`src/rtl/adc_spi_master_if.sv`:
```
`default_nettype none
// ============================================================================
// Module      : adc_spi_master_if
// Description : Bundles the enable, receiver data and frame/result signals
//               of the ADC serial-interface master.
// Revision    : 1.0 - initial release
// ============================================================================
interface adc_spi_master_if;
    logic        en;
    logic [11:0] adc_data;
    logic        SCLK;
    logic        CS;
    logic [11:0] sample;
    logic        sample_valid;
    logic        busy;
    logic        overrun;

    modport master (
        input  en, adc_data,
        output SCLK, CS, sample, sample_valid, busy, overrun
    );

    modport slave (
        output en, adc_data,
        input  SCLK, CS, sample, sample_valid, busy, overrun
    );
endinterface
`default_nettype wire

```
`src/rtl/adc_spi_master.sv`:
```
`default_nettype none
// ============================================================================
// Module      : adc_spi_master
// Description : Generates the periodic CS/SCLK conversion frame for a 12-bit
//               serial ADC receive path and re-registers the receiver's
//               parallel result with a one-cycle valid strobe.
// Revision    : 1.0 - initial release
// ============================================================================
module adc_spi_master #(
    parameter int CLK_DIV       = 4,
    parameter int FRAME_BITS    = 16,
    parameter int QUIET_CYCLES  = 10,
    parameter int SAMPLE_PERIOD = 2000
) (
    input  logic             clk,
    input  logic             reset,
    adc_spi_master_if.master bus
);

    localparam int c_CNT_MAX  = (CLK_DIV > QUIET_CYCLES) ? CLK_DIV : QUIET_CYCLES;
    localparam int c_CNT_W    = ($clog2(c_CNT_MAX) > 0) ? $clog2(c_CNT_MAX) : 1;
    localparam int c_RATE_W   = ($clog2(SAMPLE_PERIOD) > 0) ? $clog2(SAMPLE_PERIOD) : 1;
    localparam int c_BIT_W    = $clog2(FRAME_BITS + 1);

    localparam logic [c_CNT_W-1:0]  c_DIV_LAST   = c_CNT_W'(CLK_DIV - 1);
    localparam logic [c_CNT_W-1:0]  c_QUIET_LAST = c_CNT_W'(QUIET_CYCLES - 1);
    localparam logic [c_RATE_W-1:0] c_RATE_LAST  = c_RATE_W'(SAMPLE_PERIOD - 1);
    localparam logic [c_BIT_W-1:0]  c_BITS_LAST  = c_BIT_W'(FRAME_BITS);

    typedef enum logic [2:0] {
        ST_IDLE  = 3'd0,
        ST_LEAD  = 3'd1,
        ST_SHIFT = 3'd2,
        ST_FLUSH = 3'd3,
        ST_QUIET = 3'd4
    } state_t;

    state_t              state_q,   state_d;
    logic [c_CNT_W-1:0]  cnt_q,     cnt_d;
    logic [c_BIT_W-1:0]  bit_cnt_q, bit_cnt_d;
    logic [c_RATE_W-1:0] rate_q,    rate_d;
    logic                sclk_q,    sclk_d;
    logic                cs_q,      cs_d;
    logic                busy_q,    busy_d;
    logic [11:0]         sample_q,  sample_d;
    logic                valid_q,   valid_d;
    logic                overrun_q, overrun_d;
    logic                w_tick;

    // Conversion-rate counter: parked at zero while disabled so the first
    // enabled cycle always produces a tick.
    always_comb begin
        rate_d = '0;
        if (bus.en) begin
            rate_d = (rate_q == c_RATE_LAST) ? '0 : rate_q + c_RATE_W'(1);
        end
    end

    assign w_tick = bus.en && (rate_q == '0);

    // Frame sequencer: next state plus the registered SCLK/CS/busy/result values.
    always_comb begin
        state_d   = state_q;
        cnt_d     = cnt_q;
        bit_cnt_d = bit_cnt_q;
        sclk_d    = sclk_q;
        cs_d      = cs_q;
        busy_d    = busy_q;
        sample_d  = sample_q;
        valid_d   = 1'b0;
        overrun_d = overrun_q;

        case (state_q)
            ST_IDLE: begin
                sclk_d = 1'b1;
                cs_d   = 1'b1;
                busy_d = 1'b0;
                if (w_tick) begin
                    state_d = ST_LEAD;
                    cs_d    = 1'b0;
                    busy_d  = 1'b1;
                    cnt_d   = '0;
                end
            end

            // CS low with SCLK still high: setup before the first falling edge.
            ST_LEAD: begin
                if (cnt_q == c_DIV_LAST) begin
                    state_d   = ST_SHIFT;
                    cnt_d     = '0;
                    sclk_d    = 1'b0;
                    bit_cnt_d = c_BIT_W'(1);
                end else begin
                    cnt_d = cnt_q + c_CNT_W'(1);
                end
            end

            ST_SHIFT: begin
                if (cnt_q == c_DIV_LAST) begin
                    cnt_d = '0;
                    if (!sclk_q) begin
                        sclk_d = 1'b1;
                    end else if (bit_cnt_q == c_BITS_LAST) begin
                        // End of the last high half: release CS, start the
                        // flush period and take the receiver's result.
                        state_d   = ST_FLUSH;
                        sclk_d    = 1'b0;
                        cs_d      = 1'b1;
                        bit_cnt_d = '0;
                        sample_d  = bus.adc_data;
                        valid_d   = 1'b1;
                    end else begin
                        sclk_d    = 1'b0;
                        bit_cnt_d = bit_cnt_q + c_BIT_W'(1);
                    end
                end else begin
                    cnt_d = cnt_q + c_CNT_W'(1);
                end
            end

            // One full SCLK period with CS high returns the receiver to CS-detect.
            ST_FLUSH: begin
                if (cnt_q == c_DIV_LAST) begin
                    cnt_d = '0;
                    if (!sclk_q) begin
                        sclk_d = 1'b1;
                    end else begin
                        state_d = ST_QUIET;
                    end
                end else begin
                    cnt_d = cnt_q + c_CNT_W'(1);
                end
            end

            ST_QUIET: begin
                if (cnt_q == c_QUIET_LAST) begin
                    state_d = ST_IDLE;
                    cnt_d   = '0;
                    busy_d  = 1'b0;
                end else begin
                    cnt_d = cnt_q + c_CNT_W'(1);
                end
            end

            default: begin
                state_d = ST_IDLE;
                cnt_d   = '0;
                sclk_d  = 1'b1;
                cs_d    = 1'b1;
                busy_d  = 1'b0;
            end
        endcase

        // A tick that finds a frame in progress is lost, not queued.
        if (w_tick && (state_q != ST_IDLE)) begin
            overrun_d = 1'b1;
        end
    end

    // State and output registers with synchronous reset.
    always_ff @(posedge clk) begin
        if (reset) begin
            state_q   <= ST_IDLE;
            cnt_q     <= '0;
            bit_cnt_q <= '0;
            rate_q    <= '0;
            sclk_q    <= 1'b1;
            cs_q      <= 1'b1;
            busy_q    <= 1'b0;
            sample_q  <= '0;
            valid_q   <= 1'b0;
            overrun_q <= 1'b0;
        end else begin
            state_q   <= state_d;
            cnt_q     <= cnt_d;
            bit_cnt_q <= bit_cnt_d;
            rate_q    <= rate_d;
            sclk_q    <= sclk_d;
            cs_q      <= cs_d;
            busy_q    <= busy_d;
            sample_q  <= sample_d;
            valid_q   <= valid_d;
            overrun_q <= overrun_d;
        end
    end

    assign bus.SCLK         = sclk_q;
    assign bus.CS           = cs_q;
    assign bus.sample       = sample_q;
    assign bus.sample_valid = valid_q;
    assign bus.busy         = busy_q;
    assign bus.overrun      = overrun_q;

endmodule
`default_nettype wire

```
`src/flat_wrapper.sv`:
```
// flat-port wrapper written by rule: the top's interface ports become plain ports
module adc_spi_master_flat 
#(
    parameter int CLK_DIV       = 4,
    parameter int FRAME_BITS    = 16,
    parameter int QUIET_CYCLES  = 10,
    parameter int SAMPLE_PERIOD = 2000
)
  (clk, reset, bus_en, bus_adc_data, bus_SCLK, bus_CS, bus_sample, bus_sample_valid, bus_busy, bus_overrun);
  adc_spi_master_if bus_i ();
  input  logic clk;
  input  logic reset;
  input wire logic [$bits(bus_i.en)-1:0] bus_en;
  input wire logic [$bits(bus_i.adc_data)-1:0] bus_adc_data;
  output wire logic [$bits(bus_i.SCLK)-1:0] bus_SCLK;
  output wire logic [$bits(bus_i.CS)-1:0] bus_CS;
  output wire logic [$bits(bus_i.sample)-1:0] bus_sample;
  output wire logic [$bits(bus_i.sample_valid)-1:0] bus_sample_valid;
  output wire logic [$bits(bus_i.busy)-1:0] bus_busy;
  output wire logic [$bits(bus_i.overrun)-1:0] bus_overrun;
  assign bus_i.en = bus_en;
  assign bus_i.adc_data = bus_adc_data;
  assign bus_SCLK = bus_i.SCLK;
  assign bus_CS = bus_i.CS;
  assign bus_sample = bus_i.sample;
  assign bus_sample_valid = bus_i.sample_valid;
  assign bus_busy = bus_i.busy;
  assign bus_overrun = bus_i.overrun;
  adc_spi_master #(.CLK_DIV(CLK_DIV), .FRAME_BITS(FRAME_BITS), .QUIET_CYCLES(QUIET_CYCLES), .SAMPLE_PERIOD(SAMPLE_PERIOD)) u_core (.clk(clk), .reset(reset), .bus(bus_i));
endmodule
```
`config.mk`:
```
export PLATFORM = sky130hd
export DESIGN_NAME = adc_spi_master_flat
export DESIGN_NICKNAME = d
export VERILOG_FILES = /design/src/rtl/adc_spi_master_if.sv /design/src/rtl/adc_spi_master.sv /design/src/flat_wrapper.sv
export SDC_FILE = /design/constraint.sdc
export NUM_CORES = 1
export LEC_CHECK = 0
export ABC_AREA = 1
export BUFFER_PORTS_ARGS = -buffer_cell sky130_fd_sc_hd__buf_2
export CORE_ASPECT_RATIO = 1.75
export CORE_MARGIN = 2
export CORE_UTILIZATION = 40
export CTS_CLUSTER_DIAMETER = 60
export DETAILED_ROUTE_END_ITERATION = 7
export MAX_ROUTING_LAYER = met4
export SLEW_MARGIN = 20
export SYNTH_ARGS = -nofsm -noshare
export SYNTH_HDL_FRONTEND = slang
export SYNTH_SLANG_ARGS = --single-unit
```
`constraint.sdc`:
```
create_clock -name clk -period 2.8 [get_ports clk]
set_clock_uncertainty 0.2 [all_clocks]
set_input_delay 0.28 -clock clk [delete_from_list [all_inputs] [get_ports clk]]
set_output_delay 0.28 -clock clk [all_outputs]
set_load 0.02 [all_outputs]
```
# Yosys cells after proc, flatten, opt, wreduce, memory -nomap -nowiden
# Cells that the tools add are included.
[word_totals] output_inout_bits=17 ff_bits=40
[op_classes] n_mux=32 n_reduce_logical=16 n_bitwise=7 add_sub_neg=3 eq_ne=16
[ops] cell="2-to-1 mux 3 bit" n=8
[ops] cell="2-to-1 mux 5 bit" n=4
[ops] cell="!= test 2 x 1 -> 1 bit, second input constant" n=8
[ops] cell="AND reduction 4 bit" n=4
[ops] cell="one-hot mux 3 bit (5 select lines)" n=1
[ops] cell="2-to-1 mux 4 bit" n=3
[ops] cell="one-hot mux 4 bit (3 select lines)" n=1
[ops] cell="adder 11 x 1 -> 11 bit, second input constant" n=1
[ops] cell="equality test 11 bit, second input constant" n=1
[ops] cell="logical NOT 11 bit" n=1
[ops] cell="2-to-1 mux 1 bit" n=11
[ops] cell="one-hot mux 5 bit (2 select lines)" n=1
[ops] cell="OR reduction 3 bit" n=3
[ops] cell="AND reduction 8 bit" n=1
[ops] cell="NOT 1 bit" n=7
[ops] cell="equality test 3 x 2 -> 1 bit, second input constant" n=2
[ops] cell="one-hot mux 1 bit (3 select lines)" n=2
[ops] cell="adder 5 x 1 -> 5 bit, second input constant" n=1
[ops] cell="equality test 5 bit, second input constant" n=1
[ops] cell="adder 4 x 1 -> 4 bit, second input constant" n=1
[ops] cell="equality test 4 x 2 -> 1 bit, second input constant" n=1
[ops] cell="equality test 4 bit, second input constant" n=1
[ops] cell="one-hot mux 1 bit (4 select lines)" n=1
[ops] cell="OR reduction 4 bit" n=1
[ops] cell="other kinds (7)" n=8

# Longest topological paths before layout
[depth] word_depth=5 mapped_depth=12

# Worst setup path before layout
# No wires, ideal clock.
[synth_path] path_type="register to register" from="register u_core.cnt_q[0]" to="register u_core.sample_q[10] (netlist: u_core.bus.sample[10])" n_path_buf=1 period_less_slack_ns=1.612 path_stages_with_launch=10 setup_ns=0.113 t_arrival_ns=1.298 path_slack_ns=1.188 cell_sequence="dfxtp_1 > ha_1 > nand2_1 > inv_2 > nand2_2 > nor3_4 > inv_2 > buf_6 > nor2_2 > nor2_1"
[synth_between] elab_chain_len=2
[synth_lines] element="from (decl)" line_no="adc_spi_master.sv:39" text="logic [c_CNT_W-1:0] cnt_q, cnt_d;"
[synth_lines] element="from (signal assigned)" line_no="adc_spi_master.sv:175" text="cnt_q <= cnt_d;"
[synth_lines] element="equality test 4 x 2 -> 1 bit" line_no="adc_spi_master.sv:99" text="if (cnt_q == c_DIV_LAST) begin"
[synth_lines] element="AND reduction 4 bit (no line)"
[synth_lines] element="to (signal assigned)" line_no="adc_spi_master.sv:181" text="sample_q <= sample_d;"
[synth_lines] element="to (decl)" line_no="adc_spi_master.sv:45" text="logic [11:0] sample_q, sample_d;"
# No other way between the ends.
# A chain may end at the register's enable or synchronous reset.

# Worst setup path after layout
[layout_path] from="register u_core.cnt_q[0]" to="register u_core.sample_q[5] (netlist: u_core.bus.sample[5])"
# The elaborated chain is that of the path after synthesis.

==> flow_summary.toml <==
[status]
status = "complete, no violations"

[timing]
worst_pin_slew_ps = 506
fmax_mhz = 483
tns_ps = 0
finalHoldViolCount = 0
grt_setup_unrepaired = "no"
drv_slew = 0
period_share_pct = 73.9
slew_headroom_pct = 66.2
finalCriticalPeriod_ps = 2070
setup_violations = 0

[die]
placement_rows = 33
start_util_pct = 41.7
io_pins = 32
core-area_sq_um = 4670
die_w_um = 56.7
dieArea_sq_um = 5460
die_h_um = 96.2

[layout]
final_core_util_pct = 48.5
antennaDiodeCount = 0
drive_above_1_share_pct = 23.1
area_growth_pct = 16.3
finalNetCount = 319
instances_no_fill = 351

[clock_network]
cts-root-buf = "clkbuf_8"
cts_made_buffers = 5
cts_tree = "done"
cts_setup_buffers = 0
clk_pin_slew_ps = 80
clock-sinks = 40
cts_resized = 0
clockBufferDepth = 2
cts-htree-levels = 2
hold_buffers = 1
clock_latency_ps = 300

[place]
place_hpwl_um = 3300
routabilityCongestion = 0.813
place_inst = 342
io_buffers = 31

[min_path]
hp-class = "input port to register"

[worst_setup_path]
worstPathArrival_ps = 2060
end_kind = "register"
reg2reg_slack_ps = 730
endpoint = "u_core.bus.sample[5]"
worstPathMaxFanout = 13
ff2ff_path_depth = 8
r2r-end = "u_core.bus.sample[5]"
critPathKind = "register to register"
start_kind = "register"
crit_start = "u_core.cnt_q[0]"
worstPathRequired_ps = 2790
r2r_start = "u_core.cnt_q[0]"

[grt]
grt_usage_pct = 17.1
grt_antenna_before_repair = 0
grt_pass1_vias = 1585
grt_pass1_wl_um = 6950
grt_overflow = 0
grt_max_degree = 23

[synth]
synth_nets = 284
synth_area_leaders = "dfxtp_1 (41%), nand2_1 (9.7%), nor2_1 (8.9%)"
synth_area_sq_um = 1940
ys_seq_area_share_pct = 41.2
syn_inst = 263
ys_ff_latch = 40
synth-async-reset-ratio_pct = 0
synth_top_area_cell = "dfxtp_1"
avgSynthCellArea_sq_um = 7.39
ys_warn_count = 0
synth_edf_count = 0
synthFlopType = "dfxtp_1"
synth_commonest_cells = "nand2_1 (50), nor2_1 (46), dfxtp_1 (40)"
synth_most_common_cell = "nand2_1"
synth_top_area_share_pct = 41.2
netlist-cell-type-count = 31

[drt]
post-route-drc-count = 0
firstDrtPassIters = 4
wl_per_cell_um = 12.2
drt_iter0_drc = 36
ant_nets = 0
wl_um = 4270
num_vias = 1704
viasPerCell = 4.85

[power_and_ir_drop]
power.density_nw_per_um2 = 706
ir_drop_v = 0.000569
p_leak_nw = 1.03

[job]
max-cap-violations = 0
through the flow:
stage	worst slack [ps]	hold WS, ps	total power, mW	area [sq um]
2_1_floorplan	1190	149	1.02	1940
6_report	730	11.9	1.60	2260
3_5_place_dp	701	259	1.13	2140
4_1_cts	685	5.33	1.62	2260
5_1_grt	522	17.5	1.70	2260
3_3_place_gp	749	247	1.13	2140
where the power goes:
group	total [mW]	internal (mW)	switching, mW
Sequential	0.662	0.618	0.0446
Combinational	0.453	0.154	0.300
Clock	0.480	0.268	0.212
state kept, by name, indices dropped and copies added, names as in the netlist:
signal and count:
u_core.bit_cnt_q 5, u_core.bus.CS 1, u_core.bus.SCLK 1, u_core.bus.busy 1
u_core.bus.overrun 1, u_core.bus.sample 12, u_core.bus.sample_valid 1, u_core.cnt_q 4
u_core.rate_q 11, u_core.state_q 3
kinds of logic after synthesis:
group                    synth area share [%]
buffers and inverters                    6.69
AND/OR/NAND/NOR                          36.4
AO/OA/AOI/OAI                            9.59
flip-flops                               41.2
XOR/XNOR                                 2.25
adder cells (fa/ha/maj)                  3.86
worst max-delay path, stage by stage, from the launching register on:
cell,delay (ps)
dfxtp_1,400
ha_1,210
nand2_1,120
inv_2,100
nand2_2,70
nor3_4,400
inv_2,260
nor2_1,140
nor2_1,60
area by class of cell:
type	instances	area (sq um)
fill	503	2400
multi-input combinational	193	1010
timing repair buffer	33	173
clock inverter	3	46.3
sequential	40	801
clock buffer	5	68.8
inverter	25	93.8
tap	52	65.1
cells in the final DEF (no fill, tap or decap), drive strengths merged, types with 2 or more instances in the layout:
master,instances
or2,4
nor2,60
buf,32
xor2,3
xnor2,2
nand4,4
a21oi,15
ha,6
nor3,3
dfxtp,40
nand2,54
o21ai,18
clkbuf,5
inv,26
nor3b,3
nand3,17
per-layer routing:
layer  wire length, um  global-route usage [%]  vias to the layer above
met2              2390                    32.7                       16
met5                 0                       -                        -
met4                72                    6.55                        0
met1              1680                    16.1                      768
li1                  -                       -                      913
met3               131                    4.03                        7
worst min-delay path by stage:
| stage | cells past startpoint | end | slack (ps) | start |
|---|---|---|---|---|
| finish | 3 | u_core.bus.sample[6] | 10 | bus_adc_data[6] |
| global route | 3 | u_core.bus.sample[7] | 20 | bus_adc_data[7] |
| CTS | 3 | u_core.bus.sample[6] | 5 | bus_adc_data[6] |
| detailed placement | 1 | u_core.bus.overrun | 260 | u_core.bus.overrun |
| global placement | 1 | u_core.bus.overrun | 250 | u_core.bus.overrun |
| floorplan | 1 | u_core.bit_cnt_q[1] | 150 | reset |
(Power assumes the default switching activity.)
